**config.mk**
```make
export PLATFORM = sky130hd
export DESIGN_NAME = axil_cmd_master
export DESIGN_NICKNAME = d
export VERILOG_FILES = /design/src/rtl/axil_cmd_master_pkg.sv /design/src/rtl/axil_cmd_master.sv
export SDC_FILE = /design/constraint.sdc
export NUM_CORES = 1
export LEC_CHECK = 0
export CORE_ASPECT_RATIO = 1.4
export CORE_MARGIN = 4
export CORE_UTILIZATION = 44
export CTS_CLUSTER_DIAMETER = 40
export DETAILED_ROUTE_END_ITERATION = 10
export GPL_TIMING_DRIVEN = 0
export HOLD_SLACK_MARGIN = 0.05
export PLACE_DENSITY = 0.89
export REMOVE_ABC_BUFFERS = 1
export SLEW_MARGIN = 0
export SYNTH_ARGS = -nofsm -noshare
export SYNTH_HDL_FRONTEND = slang
export SYNTH_SLANG_ARGS = --single-unit
```
**constraint.sdc**
```tcl
create_clock -name M_AXI_ACLK -period 4.2 [get_ports M_AXI_ACLK]
set_input_delay 0.84 -clock M_AXI_ACLK [delete_from_list [all_inputs] [get_ports M_AXI_ACLK]]
set_output_delay 0.84 -clock M_AXI_ACLK [all_outputs]
set_load 0.01 [all_outputs]
```
**src/rtl/axil_cmd_master_pkg.sv**
```systemverilog
// axil_cmd_pkg: shared state encoding, AXI response codes and command field offsets
// for the command-stream driven AXI4-Lite master.
package axil_cmd_pkg;

    typedef enum logic [2:0] {IDLE, WR_REQ, WR_RESP, RD_REQ, RD_RESP, RSP} state_t;

    localparam logic [1:0] RESP_OKAY   = 2'b00;
    localparam logic [1:0] RESP_EXOKAY = 2'b01;
    localparam logic [1:0] RESP_SLVERR = 2'b10;
    localparam logic [1:0] RESP_DECERR = 2'b11;

    // Command word layout is {wr, addr, wdata}
    function automatic int cmd_wr_bit(input int aw, input int dw);
        return aw + dw;
    endfunction

    function automatic int cmd_addr_lsb(input int dw);
        return dw;
    endfunction

endpackage

```
**src/rtl/axil_cmd_master.sv**
```systemverilog
// axil_cmd_master: turns each command-stream word into one AXI4-Lite single-beat
// read or write and returns {resp, rdata} on the response stream.
module axil_cmd_master
    import axil_cmd_pkg::*;
#(
    parameter int ADDR_WIDTH = 4,
    parameter int DATA_WIDTH = 32
) (
    input  logic                          M_AXI_ACLK,
    input  logic                          M_AXI_ARESET,
    input  logic [ADDR_WIDTH+DATA_WIDTH:0] S_AXIS_CMD_TDATA,
    input  logic                          S_AXIS_CMD_TVALID,
    output logic                          S_AXIS_CMD_TREADY,
    output logic [DATA_WIDTH+1:0]         M_AXIS_RSP_TDATA,
    output logic                          M_AXIS_RSP_TVALID,
    input  logic                          M_AXIS_RSP_TREADY,
    output logic [ADDR_WIDTH-1:0]         M_AXI_AWADDR,
    output logic                          M_AXI_AWVALID,
    input  logic                          M_AXI_AWREADY,
    output logic [DATA_WIDTH-1:0]         M_AXI_WDATA,
    output logic [3:0]                    M_AXI_WSTRB,
    output logic                          M_AXI_WVALID,
    input  logic                          M_AXI_WREADY,
    input  logic [1:0]                    M_AXI_BRESP,
    input  logic                          M_AXI_BVALID,
    output logic                          M_AXI_BREADY,
    output logic [ADDR_WIDTH-1:0]         M_AXI_ARADDR,
    output logic                          M_AXI_ARVALID,
    input  logic                          M_AXI_ARREADY,
    input  logic [DATA_WIDTH-1:0]         M_AXI_RDATA,
    input  logic [1:0]                    M_AXI_RRESP,
    input  logic                          M_AXI_RVALID,
    output logic                          M_AXI_RREADY
);

    localparam int WR_BIT   = cmd_wr_bit(ADDR_WIDTH, DATA_WIDTH);
    localparam int ADDR_LSB = cmd_addr_lsb(DATA_WIDTH);

    state_t                  r_state;
    logic                    r_aw_done, r_w_done;
    logic                    r_awvalid, r_wvalid, r_bready, r_arvalid, r_rready, r_rsp_valid;
    logic [ADDR_WIDTH-1:0]   r_addr;
    logic [DATA_WIDTH-1:0]   r_wdata;
    logic [DATA_WIDTH+1:0]   r_rsp;
    logic                    w_aw_fin, w_w_fin;

    assign S_AXIS_CMD_TREADY = (r_state == IDLE) && !M_AXI_ARESET;
    assign M_AXIS_RSP_TDATA  = r_rsp;
    assign M_AXIS_RSP_TVALID = r_rsp_valid;
    assign M_AXI_AWADDR      = r_addr;
    assign M_AXI_ARADDR      = r_addr;
    assign M_AXI_AWVALID     = r_awvalid;
    assign M_AXI_WDATA       = r_wdata;
    assign M_AXI_WSTRB       = 4'b1111;
    assign M_AXI_WVALID      = r_wvalid;
    assign M_AXI_BREADY      = r_bready;
    assign M_AXI_ARVALID     = r_arvalid;
    assign M_AXI_RREADY      = r_rready;

    // A channel counts as finished if it completed earlier or handshakes this cycle
    assign w_aw_fin = r_aw_done || M_AXI_AWREADY;
    assign w_w_fin  = r_w_done || M_AXI_WREADY;

    always_ff @(posedge M_AXI_ACLK or posedge M_AXI_ARESET) begin
        if (M_AXI_ARESET) begin
            r_state     <= IDLE;
            r_aw_done   <= 1'b0;
            r_w_done    <= 1'b0;
            r_awvalid   <= 1'b0;
            r_wvalid    <= 1'b0;
            r_bready    <= 1'b0;
            r_arvalid   <= 1'b0;
            r_rready    <= 1'b0;
            r_rsp_valid <= 1'b0;
            r_addr      <= '0;
            r_wdata     <= '0;
            r_rsp       <= '0;
        end else begin
            case (r_state)
                IDLE: if (S_AXIS_CMD_TVALID) begin
                    r_addr  <= S_AXIS_CMD_TDATA[ADDR_LSB +: ADDR_WIDTH];
                    r_wdata <= S_AXIS_CMD_TDATA[DATA_WIDTH-1:0];
                    if (S_AXIS_CMD_TDATA[WR_BIT]) begin
                        r_awvalid <= 1'b1;
                        r_wvalid  <= 1'b1;
                        r_state   <= WR_REQ;
                    end else begin
                        r_arvalid <= 1'b1;
                        r_state   <= RD_REQ;
                    end
                end
                WR_REQ: begin
                    if (M_AXI_AWREADY) begin
                        r_awvalid <= 1'b0;
                        r_aw_done <= 1'b1;
                    end
                    if (M_AXI_WREADY) begin
                        r_wvalid <= 1'b0;
                        r_w_done <= 1'b1;
                    end
                    if (w_aw_fin && w_w_fin) begin
                        r_aw_done <= 1'b0;
                        r_w_done  <= 1'b0;
                        r_bready  <= 1'b1;
                        r_state   <= WR_RESP;
                    end
                end
                WR_RESP: if (M_AXI_BVALID) begin
                    r_bready    <= 1'b0;
                    r_rsp       <= {M_AXI_BRESP, {DATA_WIDTH{1'b0}}};
                    r_rsp_valid <= 1'b1;
                    r_state     <= RSP;
                end
                RD_REQ: if (M_AXI_ARREADY) begin
                    r_arvalid <= 1'b0;
                    r_rready  <= 1'b1;
                    r_state   <= RD_RESP;
                end
                RD_RESP: if (M_AXI_RVALID) begin
                    r_rready    <= 1'b0;
                    r_rsp       <= {M_AXI_RRESP, M_AXI_RDATA};
                    r_rsp_valid <= 1'b1;
                    r_state     <= RSP;
                end
                RSP: if (M_AXIS_RSP_TREADY) begin
                    r_rsp_valid <= 1'b0;
                    r_state     <= IDLE;
                end
                default: r_state <= IDLE;
            endcase
        end
    end

endmodule

```
==> metrics.txt, run 1 <==
outcome=finished, final reports clean; layout cells sized above 1=14.1%; setup TNS=0 ns; number of routed nets with antenna violations=0; PortBufs=162; crit end category=primary output; cells after synthesis=293; Max Cap Viol=0; CP endpoint=S_AXIS_CMD_TREADY; Clk Tree Root Cell=clkbuf_8; layout overhead on the synthesized area=52.9%; buffer levels on the longest clock path=2; hold_buf cts=0; final WL=8.62 mm; Detailed Route Iter0 Violations=66; top_reg_cell synth=dfrtp_1; Sink Count=81; GRT Total Usage=17.7%; Data required, critical path=3.36 ns; Via density=4.82; leading area contributor after synthesis=dfrtp_1; synth top area cells=dfrtp_1, mux2_2, mux2i_1, inv_1, nand2_1; DRC violations left=0; CTS tree=built; Final Skew=0.00671 ns; RSZ-0062 raised after global routing=no; Die Ht=115 µm; R2R depth=3; Synth top area share=56.7%; leak pwr=2.22 nW; number of flops mapped to enable cells by yosys=0; Initial Util=45.6%; Setup Crit Path Kind=input port to primary output; Syn Std Cell Area=3580 µm²; core area=7850 µm²; Least-Margin Pin Slew=1.30 ns; Post-Place Worst Slack=0.985 ns; fin crit period=3.01 ns; grt ovf=0; sequential fraction of the synthesis area=56.7%; CTS HTree Levels=3; Fin. Hold Viols=0; R2R Path Start=r_state[2]$_DFFE_PP0P_; Syn Area/Cell=12.2 µm²; Final nets=532; Tcrit/Tclk final=71.6%; Finish-stage setup viols=0; Placed Instances=538; total CTS buffers=9; Hold Crit Class=flop to flop; Filler Cells Inserted=585; PD cells=709 nW/µm²; setup ws final=1.19 ns; #FFs+latches synth=81; Data arrival, critical path=2.17 ns; Fmax=0.333 GHz; Placement Cell Area=5220 µm²; most frequent cells in the layout=clkdlybuf4s50_1, dfrtp_1, mux2_2; antenna violations before repair=0; chip width=84.2 µm; I/O pin count=167; CTS resizes=0; largest net degree at the start of global routing=47; via count=2670; startpoint types=input port; Worst setup startpoint=M_AXI_ARESET; DPL Wire Length=6.57 mm; VDD IR-drop max=423 µV; crit-path max FO=2; Clock Latency Late Sink=0.34 ns; Worst slew margin=13.1%; final RePlAce weighted congestion=0.792; Layout Cells excl Fill=554; Worst R2R Setup Slack=1.59 ns; Avg WL per Cell=15.6 µm; vias in the first global route=2868; most common cell after layout, fill and taps aside=clkdlybuf4s50_1; global-route wire length before repair=13.6 mm; Pins Over Slew Limit=0; Clk pin slew, worst setup/hold paths=0.07 ns; yosys warns=0; ANT cells=0; Async SR Flop Fraction=100%; drt pass-1 iters=4; number of post-CTS setup repair buffers=0; post-synth cell types=33; row count=38; post-route design area=5470 µm²; capturing point of the worst reg2reg path=M_AXIS_RSP_TDATA[33]$_DFFE_PP0P_; die area=9660 µm²
## worst max-delay path: stages
cell             delay, ns
clkdlybuf4s50_1       0.46
nor4_1                0.24
clkdlybuf4s50_1       0.62
## how the worst min path moves through the flow
| stage | slack [ns] | start | to | cells after the start |
|---|---|---|---|---|
| 6_report | 0.51 | M_AXI_WDATA[12]$_DFFE_PP0P_ | M_AXI_WDATA[12]$_DFFE_PP0P_ | 1 |
| 5_1_grt | 0.52 | M_AXI_WDATA[3]$_DFFE_PP0P_ | M_AXI_WDATA[3]$_DFFE_PP0P_ | 1 |
| 4_1_cts | 0.51 | M_AXI_WDATA[12]$_DFFE_PP0P_ | M_AXI_WDATA[12]$_DFFE_PP0P_ | 1 |
| 3_5_place_dp | 0.50 | M_AXI_WDATA[12]$_DFFE_PP0P_ | M_AXI_WDATA[12]$_DFFE_PP0P_ | 1 |
| 3_3_place_gp | 0.49 | M_AXI_WDATA[3]$_DFFE_PP0P_ | M_AXI_WDATA[3]$_DFFE_PP0P_ | 1 |
| 2_1_floorplan | 0.50 | r_w_done$_DFFE_PP0P_ | r_w_done$_DFFE_PP0P_ | 2 |
## cell families (layout without fill, tap and decap cells)
| group | count (synthesis) | in the layout | share of synthesized area [%] |
|---|---|---|---|
| compound gates | 25 | 25 | 4.90 |
| other cells | 1 | 4 | 0.105 |
| mux | 74 | 74 | 22.1 |
| simple gates | 53 | 53 | 7.62 |
| buf+inv | 59 | 217 | 8.57 |
| flops | 81 | 81 | 56.7 |
## layer usage
layer,GRT usage (%),part of all wire (%),vias to the layer above
met5,0,0,-
met1,18.8,36,1265
met4,7.94,2.0,0
met2,31.3,53,130
li1,-,-,1260
met3,6.48,9.1,15
## through the flow
stage,utilization [%],hold slack (ns),power [mW]
after floorplan,-,0.501,2.22
after global placement,65.8,0.489,3.18
after detailed placement,66.5,0.495,3.27
after CTS,69.5,0.512,3.92
after global routing,69.7,0.524,4.13
final,69.7,0.506,3.88
## layout make-up
cell class              instances  area (µm²)  area share, %
clock inverters                 2        60.1           1.10
well taps                     100         125           2.29
flip-flops and latches         81        2030           37.1
multi-input cells             156        1250           22.9
clock buffers                  13         169           3.09
repair buffers                166        1700           31.0
inverters                      36         138           2.52
## synthesized netlist by cell type, drive strengths merged (2+ instances only)
cell type	number
a21oi	11
buf	22
dfrtp	81
inv	36
mux2	41
mux2i	33
nand2	35
nand3b	3
nor2	3
nor2b	4
nor3b	4
o21a	3
o21bai	2
## flip-flops by register name, summed over array words and instances (netlist names)
signal	cells
M_AXI_ARVALID	1
M_AXIS_RSP_TVALID	1
r_w_done	1
r_aw_done	1
M_AXI_AWVALID	1
M_AXI_WDATA	32
M_AXI_ARADDR	4
M_AXIS_RSP_TDATA	34
r_state	3
M_AXI_RREADY	1
M_AXI_WVALID	1
M_AXI_BREADY	1
## power by group
part	internal (mW)	total (mW)	switching, mW
clock network	0.381	0.637	0.256
registers	1.16	1.43	0.269
logic	1.10	1.82	0.712
total	2.64	3.88	1.24
(Power assumes the default switching activity.)
==> run 2: changes to the inputs <==
--- a/config.mk
+++ b/config.mk
@@ -7,12 +7,12 @@
 export LEC_CHECK = 0
 export CORE_ASPECT_RATIO = 1.4
 export CORE_MARGIN = 4
-export CORE_UTILIZATION = 44
+export CORE_UTILIZATION = 37
 export CTS_CLUSTER_DIAMETER = 40
 export DETAILED_ROUTE_END_ITERATION = 10
 export GPL_TIMING_DRIVEN = 0
 export HOLD_SLACK_MARGIN = 0.05
-export PLACE_DENSITY = 0.89
+export PLACE_DENSITY = 0.8
 export REMOVE_ABC_BUFFERS = 1
 export SLEW_MARGIN = 0
 export SYNTH_ARGS = -nofsm -noshare
==> constraint.sdc (replaced) <==
create_clock -name M_AXI_ACLK -period 2.7 [get_ports M_AXI_ACLK]
set_input_delay 0.54 -clock M_AXI_ACLK [delete_from_list [all_inputs] [get_ports M_AXI_ACLK]]
set_output_delay 0.54 -clock M_AXI_ACLK [all_outputs]
set_load 0.01 [all_outputs]
==> metrics.txt, run 2 (synthesis gave the netlist of run 1 again) <==
Data required, critical path=2.16 ns; leak pwr=2.23 nW; Buf+Inv Stages, Crit Path=1; Sink Count=81; I/O pin count=167; Detailed Route Iter0 Violations=74; number of routed nets with antenna violations=0; post-route design area=5530 µm²; drt pass-1 iters=4; Clk pin slew, worst setup/hold paths=0.05 ns; Clock Latency Late Sink=0.33 ns; buffer levels on the longest clock path=2; Least-Margin Pin Slew=1.24 ns; layout overhead on the synthesized area=54.7%; Setup Crit Path Kind=flop to primary output; final RePlAce weighted congestion=0.800; Initial Util=37.8%; largest net degree at the start of global routing=52; Die Ht=124 µm; Pins Over Slew Limit=0; final WL=9.64 mm; RSZ-0062 raised after global routing=no; Largest register FFs=34; row count=42; core area=9460 µm²; Fmax=0.399 GHz; GRT Total Usage=17.7%; Switching Fraction=32.8%; layout cells sized above 1=14.0%; R2R Path Start=r_state[1]$_DFFE_PP0P_; Total Power=6.23 mW; Tcrit/Tclk final=92.8%; crit-path max FO=19; ANT cells=0; Fin. Hold Viols=0; Finish-stage setup viols=0; Hold Crit Start=M_AXI_WDATA[4]$_DFFE_PP0P_; DPL Wire Length=6.92 mm; Avg WL per Cell=17.0 µm; total CTS buffers=9; Comb power frac=45.8%; critical path's slowest cell=dfrtp_1; PortBufs=162; vias in the first global route=2947; CTS HTree Levels=3; Worst slew margin=17.3%; outcome=finished, final reports clean; via count=2697; Placement Cell Area=5230 µm²; most frequent cells in the layout=clkdlybuf4s50_1, dfrtp_1, mux2_2; CP peak stage delay=0.67 ns; Internal=4.19 mW; Final nets=533; Clk Tree Root Cell=clkbuf_16; CTS tree=built; Via density=4.77; die area=11300 µm²; chip width=91.1 µm; startpoint types=flop; Final Skew=0.00614 ns; antenna violations before repair=0; VDD IR-drop max=608 µV; Hold Crit Class=flop to flop; Max Cap Viol=0; sequential power share=36.1%; Worst setup startpoint=r_state[0]$_DFFE_PP0P_; CP cell instances=nor4_1, clkdlybuf4s50_1; DRC violations left=0; PD cells=1130 nW/µm²; Data arrival, critical path=1.96 ns; Sw Pwr=2.04 mW; global-route wire length before repair=15.5 mm; fin crit period=2.50 ns; clock share of power=18.2%; crit end category=primary output; CP delay by family, top=flip-flops; grt ovf=0; most common cell after layout, fill and taps aside=clkdlybuf4s50_1
==> run 2: changes by cell type in the layout (fill, tap and decap cells not counted), moves of 2 or more <==
cell       delta
clkbuf_8     -10
clkbuf_16     +9
bufinv_16     -2
clkbuf_1      +2
==> run 2: power by group through the flow <==
stage	registers, mW	clock network [mW]	logic [mW]
6_report	2.25	1.13	2.85
5_1_grt	2.34	1.21	3.07
4_1_cts	2.25	1.17	2.90
3_5_place_dp	2.24	0	2.87
3_3_place_gp	2.19	0	2.79
2_1_floorplan	2.47	0	0.986
==> run 2: path summary, 6_finish.rpt <==
kind	cells after the start	slack (ns)	to
setup reg to reg	3	0.30	M_AXIS_RSP_TDATA[32]$_DFFE_PP0P_
min in group asynchronous	2	0.60	M_AXIS_RSP_TDATA[3]$_DFFE_PP0P_
hold reg to reg	1	0.50	M_AXI_WDATA[4]$_DFFE_PP0P_
setup / recovery	2	0.20	S_AXIS_CMD_TREADY
hold / removal	1	0.50	M_AXI_WDATA[4]$_DFFE_PP0P_
max in group asynchronous	3	1.51	M_AXI_ARADDR[1]$_DFFE_PP0P_
==> run 2: repair_timing <==
action | 4_1_cts | 5_1_grt
buffers inserted | 0 | 0
gates cloned | 2 | 0
gates resized for setup | 0 | 1
pin swaps | 1 | 0
setup endpoints to repair | 1 | 17
hold buffers | 0 | 0
==> run 2: cell type report <==
type / instances / area, µm²
fillers: 781 / 3930
clock inverters: 2 / 12.5
multi-input cells: 158 / 1280
well taps: 110 / 138
clock buffers: 14 / 264
repair buffers: 165 / 1670
inverters: 36 / 138
flip-flops and latches: 81 / 2030
==> run 2: layer usage <==
metal,vias to the layer above,track usage [%],part of all wire [%]
met1,1325,19.5,37
met5,-,0,0
met3,19,3.99,4.5
li1,1272,-,-
met2,81,31.2,55
met4,0,9.68,3.3
==> run 2: through the flow <==
step	setup TNS [ns]	setup WS (ns)	utilization [%]	instances	hold slack, ns
2_1_floorplan	0	0.0799	-	273	0.501
3_3_place_gp	-129.43	-1.29	54.7	545	0.490
3_5_place_dp	-3.50	-0.266	55.3	548	0.495
4_1_cts	0	0.102	58.4	566	0.508
5_1_grt	0	0.0178	58.5	566	0.517
6_report	0	0.195	58.5	566	0.504
==> run 2: worst reg2reg max path: stages (launching register included) <==
cell and delay (ns):
dfrtp_1 0.78, nand3b_1 0.36, a21oi_4 0.71, mux2_2 0.44
==> run 3: changes to the inputs <==
--- a/config.mk
+++ b/config.mk
@@ -5,6 +5,7 @@
 export SDC_FILE = /design/constraint.sdc
 export NUM_CORES = 1
 export LEC_CHECK = 0
+export CAP_MARGIN = 20
 export CORE_ASPECT_RATIO = 1.4
 export CORE_MARGIN = 4
 export CORE_UTILIZATION = 37
==> metrics.txt, run 3 (synthesis gave the netlist of run 1 again) <==
Max Cap Viol=0; Data required, critical path=2.16 ns; Fin. Hold Viols=0; Worst slew margin=40.6%; Fin Hold WS=0.505 ns; GRT Total Usage=16.9%; Switching Fraction=31.9%; most common cell after layout, fill and taps aside=clkdlybuf4s50_1; leak pwr=2.26 nW; CP delay by family, top=flip-flops; number of post-CTS setup repair buffers=0; grt ovf=0; Internal=4.33 mW; Final Skew=0.00888 ns; Sw Pwr=2.03 mW; die area=11300 µm²; Least-Margin Pin Slew=0.888 ns; Detailed Route Iter0 Violations=50; layout overhead on the synthesized area=56.3%; RSZ-0062 raised after global routing=no; CTS tree=built; Pins Over Slew Limit=0; Die Ht=124 µm; final WL=9.32 mm; setup ws final=0.272 ns; critical path depth in cells=2; CP peak stage delay=0.61 ns; Via density=4.69; outcome=finished, final reports clean; setup TNS=0 ns; Avg WL per Cell=16.5 µm; Placed Instances=550; core area=9460 µm²; Post-Place Worst Slack=0.112 ns; ANT cells=0; hold_buf cts=0; R2R depth=3; Data arrival, critical path=1.89 ns; Comb power frac=45.1%; Largest register FFs=34; post-route design area=5590 µm²; Layout Cells excl Fill=566; critical path's slowest cell=dfrtp_1; startpoint types=flop; total CTS buffers=9; Initial Util=37.8%; largest net degree at the start of global routing=52; Filler Cells Inserted=790; crit-path max FO=17; most frequent cells in the layout=clkdlybuf4s50_1, dfrtp_1, mux2_2; number of routed nets with antenna violations=0; Clock Latency Late Sink=0.33 ns; Clk pin slew, worst setup/hold paths=0.06 ns; CTS HTree Levels=3; Sink Count=81; Hold Crit Class=flop to flop; sequential power share=34.9%; DRC violations left=0; via count=2656; chip width=91.1 µm; VDD IR-drop max=548 µV; Fmax=0.412 GHz; vias in the first global route=2898; Buf+Inv Stages, Crit Path=1; global-route wire length before repair=14.9 mm; Finish-stage setup viols=0; CP cell instances=nor4_1, clkdlybuf4s50_1; buffer levels on the longest clock path=2; Final nets=533; PD cells=1140 nW/µm²; final RePlAce weighted congestion=0.800; WHS Path Cells=1; Clk Tree Root Cell=clkbuf_16; antenna violations before repair=0; clock share of power=20.0%; Tcrit/Tclk final=89.9%; drt pass-1 iters=4; Placement Cell Area=5280 µm²; Setup Crit Path Kind=flop to primary output; row count=42; CTS resizes=0; PortBufs=162; I/O pin count=167; layout cells sized above 1=14.7%; DPL Wire Length=7.04 mm; crit end category=primary output; fin crit period=2.43 ns
run 3: cell count changes in the layout (fill, tap and decap cells not counted):
cell        before  now
clkbuf_1         3    0
nor3b_2          1    0
buf_16           1    2
bufinv_16        0    1
clkbuf_8         2    3
buf_12           0    1
clkinvlp_4       1    2
a21oi_4          2    1
run 3: metal layers:
metal	GRT usage, %	up-vias	part of all wire, %
li1	-	1268	-
met1	18.2	1292	37
met2	30.0	73	55
met3	3.32	23	4.0
met4	10.2	0	4.0
met5	0	-	0
run 3: metrics by stage:
stage	utilization [%]	power (mW)
after CTS	59.1	6.44
after floorplan	-	3.46
after global placement	54.7	4.98
after global routing	59.1	6.73
after detailed placement	55.8	5.14
final	59.1	6.35
run 3: cell type report:
type | instances | area [µm²] | area share, %
sequential | 81 | 2030 | 36.2
timing repair buffer | 167 | 1720 | 30.7
multi-input combinational | 156 | 1250 | 22.4
clock buffer | 12 | 267 | 4.77
inverter | 36 | 138 | 2.46
tap | 110 | 138 | 2.46
clock inverter | 4 | 50.0 | 0.895
run 3: final timing paths:
path | start | endpoint | slack [ns]
worst max-delay path | r_state[0]$_DFFE_PP0P_ | S_AXIS_CMD_TREADY | 0.27
worst min-delay path | M_AXI_WDATA[10]$_DFFE_PP0P_ | M_AXI_WDATA[10]$_DFFE_PP0P_ | 0.51
worst max register to register | r_state[0]$_DFFE_PP0P_ | M_AXI_WDATA[20]$_DFFE_PP0P_ | 0.45
worst min register to register | M_AXI_WDATA[10]$_DFFE_PP0P_ | M_AXI_WDATA[10]$_DFFE_PP0P_ | 0.51
max in group asynchronous | M_AXI_ARESET | M_AXIS_RSP_TDATA[26]$_DFFE_PP0P_ | 1.51
min in group asynchronous | M_AXI_ARESET | M_AXI_RREADY$_DFFE_PP0P_ | 0.60
run 3: worst register-to-register path: cells and delay by family (launching register included):
kind,cells,cell delay [ns]
and+or+nand+nor,1,0.87
buffers and inverters,1,0.29
DFF,1,0.61
muxes,1,0.36
run 3: power by group through the flow:
stage	logic (mW)	clock network [mW]	registers, mW
6_report	2.86	1.27	2.22
3_5_place_dp	2.90	0	2.24
5_1_grt	3.07	1.35	2.31
3_3_place_gp	2.79	0	2.19
2_1_floorplan	0.986	0	2.47
4_1_cts	2.92	1.30	2.22
